==> src/rtl/contador_cfg_bcd.sv <==
// Up/down wrap counter for one RTC field with a 2-digit BCD view, RTC load and carry/borrow strobes.
// Latency: an input seen at a rising edge updates valor_bin, valor_bcd and the strobes at that edge.
// No backpressure: buttons and load are level/strobe inputs; strobes last one cycle per event.
// Optional auto-repeat while a button is held: define CONTADOR_CFG_AUTOREPEAT_EN.
module contador_cfg_bcd #(
    parameter int MIN_VAL = 1,
    parameter int MAX_VAL = 12,
    parameter int SEL_W   = 4,
    parameter int SEL_ID  = 5,
    parameter int REP_DLY = 50000000,
    parameter int REP_PER = 13000000
) (
    input  logic             clk,
    input  logic             reset,
    input  logic [SEL_W-1:0] sel,
    input  logic             arriba,
    input  logic             abajo,
    input  logic             load,
    input  logic [7:0]       load_bcd,
    output logic [7:0]       valor_bcd,
    output logic [6:0]       valor_bin,
    output logic             cambio,
    output logic             carry,
    output logic             borrow,
    output logic             load_err,
    output logic             activo
);

    localparam logic [6:0]       MIN_V    = 7'(MIN_VAL);
    localparam logic [6:0]       MAX_V    = 7'(MAX_VAL);
    localparam logic [SEL_W-1:0] SEL_CODE = SEL_W'(SEL_ID);

    // Reject illegal field ranges and zero repeat timings at elaboration.
    if (MIN_VAL < 0 || MIN_VAL >= MAX_VAL || MAX_VAL > 99) begin : g_bad_range
        $error("contador_cfg_bcd: need 0 <= MIN_VAL < MAX_VAL <= 99");
    end
    if (REP_DLY < 1 || REP_PER < 1) begin : g_bad_rep
        $error("contador_cfg_bcd: REP_DLY and REP_PER must be at least 1");
    end

    function automatic logic [7:0] to_bcd(input logic [6:0] v);
        logic [3:0] t;
        logic [3:0] u;
        t = 4'(v / 7'd10);
        u = 4'(v - 7'(t) * 7'd10);
        return {t, u};
    endfunction

    logic       arriba_q;
    logic       abajo_q;
    logic       edge_up;
    logic       edge_dn;
    logic       rep_up;
    logic       rep_dn;
    logic       step_up;
    logic       step_dn;
    logic [3:0] ld_tens;
    logic [3:0] ld_units;
    logic [6:0] ld_bin;
    logic       ld_ok;
    logic [6:0] nxt_bin;
    logic       nxt_cambio;
    logic       nxt_carry;
    logic       nxt_borrow;
    logic       nxt_err;

    assign activo   = (sel == SEL_CODE);
    // A press only counts while the other button is idle, so a chord never steps.
    assign edge_up  = arriba & ~arriba_q & ~abajo & activo;
    assign edge_dn  = abajo & ~abajo_q & ~arriba & activo;
    assign step_up  = edge_up | rep_up;
    assign step_dn  = edge_dn | rep_dn;

    assign ld_tens  = load_bcd[7:4];
    assign ld_units = load_bcd[3:0];
    assign ld_bin   = 7'(ld_tens) * 7'd10 + 7'(ld_units);
    assign ld_ok    = (ld_tens <= 4'd9) && (ld_units <= 4'd9) &&
                      (ld_bin >= MIN_V) && (ld_bin <= MAX_V);

`ifdef CONTADOR_CFG_AUTOREPEAT_EN
    logic        rep_arm;
    logic        rep_dir_up;
    logic        rep_first;
    logic [31:0] rep_cnt;
    logic [31:0] rep_thr;
    logic        hold_one;
    logic        hold_dir;
    logic        rep_fire;

    assign hold_one = activo & (arriba ^ abajo);
    assign hold_dir = rep_dir_up ? arriba : abajo;
    assign rep_thr  = rep_first ? 32'(REP_DLY) : 32'(REP_PER);
    assign rep_fire = rep_arm & hold_one & hold_dir & ~load & (rep_cnt + 32'd1 == rep_thr);
    assign rep_up   = rep_fire & rep_dir_up;
    assign rep_dn   = rep_fire & ~rep_dir_up;

    // Repeat timer: armed by an accepted press edge, disarmed by anything that ends a clean hold.
    always_ff @(posedge clk or posedge reset) begin
        if (reset) begin
            rep_arm    <= 1'b0;
            rep_dir_up <= 1'b0;
            rep_first  <= 1'b0;
            rep_cnt    <= '0;
        end else if (load || !hold_one) begin
            rep_arm <= 1'b0;
            rep_cnt <= '0;
        end else if (edge_up || edge_dn) begin
            rep_arm    <= 1'b1;
            rep_dir_up <= edge_up;
            rep_first  <= 1'b1;
            rep_cnt    <= '0;
        end else if (rep_arm && hold_dir) begin
            if (rep_fire) begin
                rep_cnt   <= '0;
                rep_first <= 1'b0;
            end else begin
                rep_cnt <= rep_cnt + 32'd1;
            end
        end else begin
            rep_arm <= 1'b0;
            rep_cnt <= '0;
        end
    end
`else
    assign rep_up = 1'b0;
    assign rep_dn = 1'b0;
`endif

    // Next value and strobes: load beats step, step beats hold.
    always_comb begin
        nxt_bin    = valor_bin;
        nxt_cambio = 1'b0;
        nxt_carry  = 1'b0;
        nxt_borrow = 1'b0;
        nxt_err    = 1'b0;
        if (load) begin
            if (ld_ok) begin
                nxt_bin    = ld_bin;
                nxt_cambio = (ld_bin != valor_bin);
            end else begin
                nxt_err = 1'b1;
            end
        end else if (step_up) begin
            nxt_cambio = 1'b1;
            if (valor_bin == MAX_V) begin
                nxt_bin   = MIN_V;
                nxt_carry = 1'b1;
            end else begin
                nxt_bin = valor_bin + 7'd1;
            end
        end else if (step_dn) begin
            nxt_cambio = 1'b1;
            if (valor_bin == MIN_V) begin
                nxt_bin    = MAX_V;
                nxt_borrow = 1'b1;
            end else begin
                nxt_bin = valor_bin - 7'd1;
            end
        end
    end

    // Value, its BCD image and the one-cycle strobes are registered together.
    always_ff @(posedge clk or posedge reset) begin
        if (reset) begin
            arriba_q  <= 1'b0;
            abajo_q   <= 1'b0;
            valor_bin <= MIN_V;
            valor_bcd <= to_bcd(MIN_V);
            cambio    <= 1'b0;
            carry     <= 1'b0;
            borrow    <= 1'b0;
            load_err  <= 1'b0;
        end else begin
            arriba_q  <= arriba;
            abajo_q   <= abajo;
            valor_bin <= nxt_bin;
            valor_bcd <= to_bcd(nxt_bin);
            cambio    <= nxt_cambio;
            carry     <= nxt_carry;
            borrow    <= nxt_borrow;
            load_err  <= nxt_err;
        end
    end

endmodule

==> config.mk <==
export PLATFORM = sky130hd
export DESIGN_NAME = contador_cfg_bcd
export DESIGN_NICKNAME = d
export VERILOG_FILES = /design/src/rtl/contador_cfg_bcd.sv
export SDC_FILE = /design/constraint.sdc
export NUM_CORES = 1
export LEC_CHECK = 0
export BUFFER_PORTS_ARGS = -buffer_cell sky130_fd_sc_hd__buf_4
export CAP_MARGIN = 0
export CORE_MARGIN = 2
export CORE_UTILIZATION = 45
export DETAILED_ROUTE_END_ITERATION = 8
export PLACE_DENSITY = 0.76
export SYNTH_ARGS = -nofsm -noshare
export SYNTH_HDL_FRONTEND = slang
export SYNTH_SLANG_ARGS = --single-unit
==> constraint.sdc <==
create_clock -name clk -period 5.5 [get_ports clk]
set_input_delay 0.55 -clock clk [delete_from_list [all_inputs] [get_ports clk]]
set_output_delay 0.55 -clock clk [all_outputs]
set_load 0.005 [all_outputs]
==> results_dict.tcl <==
set metrics [dict create \
    outcome "complete, but fails checks" \
    violations "negative setup slack" \
    row_count 24 \
    path_class "in -> reg" \
    cap_violations 0 \
    grt_util_met2_pct 50.93 \
    relSlewSlack_pct 47.77 \
    startpoint_type "input pin" \
    synth.distinct_cells 67 \
    r2r_start "valor_bin[1]" \
    crit_arrival_ns 6.83 \
    setup_slack_ns -1.146 \
    finalCriticalPeriod_ns 6.646 \
    antennaDiodeCount 0 \
    hold_viol 0 \
    netlist_area_um2 2066 \
    grt_overflow 0 \
    synthArstFlopShare_pct 100.0 \
    dp_hpwl_um 5239 \
    clockRootBuffer "clkbuf_8" \
    final.setup_skew_ns 0.003877 \
    core_um2 4384 \
    grt_pass1_vias 2586 \
    htree_levels 1 \
    grt_max_degree 21 \
    cts_buffers 3 \
    timing.rr.end "valor_bcd[3]" \
    fin_util_pct 76.00 \
    hold_buffers 0 \
    finalHoldWorstSlack_ns 0.4238 \
    r2r_slack_ns -0.60 \
    grt_busiest_layer "met2" \
    synth_ff_type "dfrtp_1" \
    clockBufferDepth 2 \
    port_buffers 36 \
    cts_tree "built" \
    finalMaxSlewViolations 0 \
    worst_setup_path_end_kind "flop" \
    critPathCapture "valor_bcd[3]" \
    grt_pass1_wl_um 11720 \
    yosysWarnings 0 \
    via_per_inst 6.016 \
    cts.clk_slew.worst_paths_ns 0.08 \
    peakVddDrop_v 0.0001836 \
    gp_congestion 0.9092 \
    rsz0062_at_grt "true" \
    fin_cells 429 \
    postSynthCellCount 243 \
    hold_path.class "in -> async" \
    post-place-cells 412 \
    worst_r2r_path_depth 36 \
    grt_use_met1_pct 34.18 \
    p_leak_nw 1.567 \
    drc 0 \
    seq_area_frac_synth_pct 24.29 \
    synth_edf_count 0 \
    drt_iter0_drc 214 \
    final_nets 413 \
    die_h_um 71.76 \
    antenna_found_initial 0 \
    antenna_left 0 \
    max_clock_freq_mhz 150.5 \
    clk_latency_ns 0.27 \
    use_met3_pct 1.828 \
    slowest_stage "or4b_1" \
    grtUsageTotal_pct 28.18 \
    first_pass_iters 5 \
    place_ws_ns -1.235 \
    avgRoutedWirePerCell_um 16.93 \
    finalCritPeriodShare_pct 120.8 \
    syn2layout_area_growth_pct 61.30 \
    num_vias 2581 \
    yosys_register_bits 20 \
    slowest_delay_ns 0.49 \
    routed_wirelength_um 7262 \
    syn-num-nets 278 \
    start_util_pct 47.12 \
    die_area_um2 5149 \
    syn_area_per_cell_um2 8.501 \
    clock_sinks 20 \
    setup_viol 4 \
    drive_above_1_share_pct 50.93 \
    die_w_um 71.76 \
    crit_path_start "load_bcd[5]" \
    pin_count 37 \
    critPathRequiredTime_ns 5.68 \
    cp_max_fo 3 \
    cp_common_cell "buf_4" \
    power_density_nw_per_um2 332.3 \
    max_slew.worst_pin.slew_ns 0.7826 \
]
per-stage QoR:
step / cell area (um^2) / TNS [ns] / power [mW]
3_3_place_gp: 3085 / -2.056 / 0.8335
4_1_cts: 3261 / -1.859 / 1.043
3_5_place_dp: 3085 / -3.033 / 0.8548
2_1_floorplan: 2113 / -2.055 / 0.5463
5_1_grt: 3332 / -3.841 / 1.179
6_report: 3332 / -2.669 / 1.107
synthesized netlist by cell type (4+ instances only):
cell type   n  share of area (%)
nor3b_1     4                1.5
a21oi_1    10                2.4
or3_1       4                1.2
inv_1      15                2.7
nand3_1    12                2.9
a211oi_1    5                1.8
ha_1       15                9.1
o31ai_1     7                2.5
a221oi_1    4                1.7
dfrtp_1    19                 23
nor3_1      7                1.7
o21ai_0    15                3.6
and3_1      4                1.2
nor4_1      7                2.1
xnor2_1     7                3.0
clkbuf_1    7                1.3
nand2_1    18                3.3
a31oi_1     6                1.8
nor2_1     13                2.4
state kept, by name (all words and copies together), names as in the netlist:
signal	count
load_err	1
valor_bcd	7
cambio	1
carry	1
valor_bin	7
borrow	1
arriba_q	1
abajo_q	1
kinds of logic (layout without fill, tap and decap cells):
group | Yosys count | after routing | share of synthesized area, %
multiplexers | 2 | 2 | 0.9691
AND/OR/NAND/NOR | 89 | 89 | 24.47
adder cells (fa/ha/maj) | 18 | 18 | 11.99
AO/OA/AOI/OAI | 77 | 77 | 27.98
XOR/XNOR | 10 | 10 | 5.149
flip-flops | 20 | 20 | 24.29
buffers and inverters | 27 | 161 | 5.148
critical path: cells and delay by family:
family | cells | cell delay [ns]
fa+ha+maj | 6 | 1.58
compound gates | 10 | 1.89
mux | 1 | 0.09
buf+inv | 11 | 1.06
simple gates | 8 | 1.63
layout make-up:
type | count | area [um^2]
tap | 52 | 65.06
timing repair buffer | 139 | 1051
clock buffer | 3 | 41.29
clock inverter | 1 | 30.03
multi-input combinational | 196 | 1573
sequential | 20 | 501.7
inverter | 18 | 70.07
fill | 315 | 1052
worst min path at each step:
stage / from / end / slack (ns) / cells past startpoint
after CTS: reset / valor_bcd[6] / 0.45 / 2
after floorplan: reset / abajo_q / 0.51 / 1
final: reset / valor_bcd[6] / 0.42 / 2
after global routing: reset / valor_bcd[6] / 0.50 / 2
after global placement: abajo_q / borrow / 0.68 / 3
after detailed placement: abajo_q / borrow / 0.71 / 3
layer usage:
| layer | up-vias | wire length [um] |
|---|---|---|
| met4 | 0 | 316 |
| met1 | 1217 | 2804 |
| li1 | 1192 | - |
| met2 | 135 | 3750 |
| met3 | 37 | 389 |
| met5 | - | 0 |
where the power goes:
group	internal (mW)	total, mW	switching (mW)
logic	0.390	0.760	0.369
registers	0.180	0.195	0.0147
clock network	0.0973	0.153	0.0553
total	0.668	1.11	0.439
placed cells by master, fill, tap and decap left out, types with 4 or more instances in the layout:
master	instances
buf_4	137
dfrtp_1	19
nand2_1	16
nand3_1	12
nor2_1	12
inv_1	11
o21ai_0	11
a21oi_1	10
ha_1	8
nor3_1	7
inv_2	6
xnor2_1	6
nor4_1	6
o31ai_1	6
a31oi_1	6
a211oi_1	5
or3_1	4
nor3b_1	4
and3_1	4
ha_2	4
repair_timing:
action | 4_1_cts | 5_1_grt
setup buffers | 12 | 2
pin swaps | 2 | 5
setup endpoints to repair | 4 | 4
gates resized for setup | 7 | 14
(Power assumes the default switching activity.)
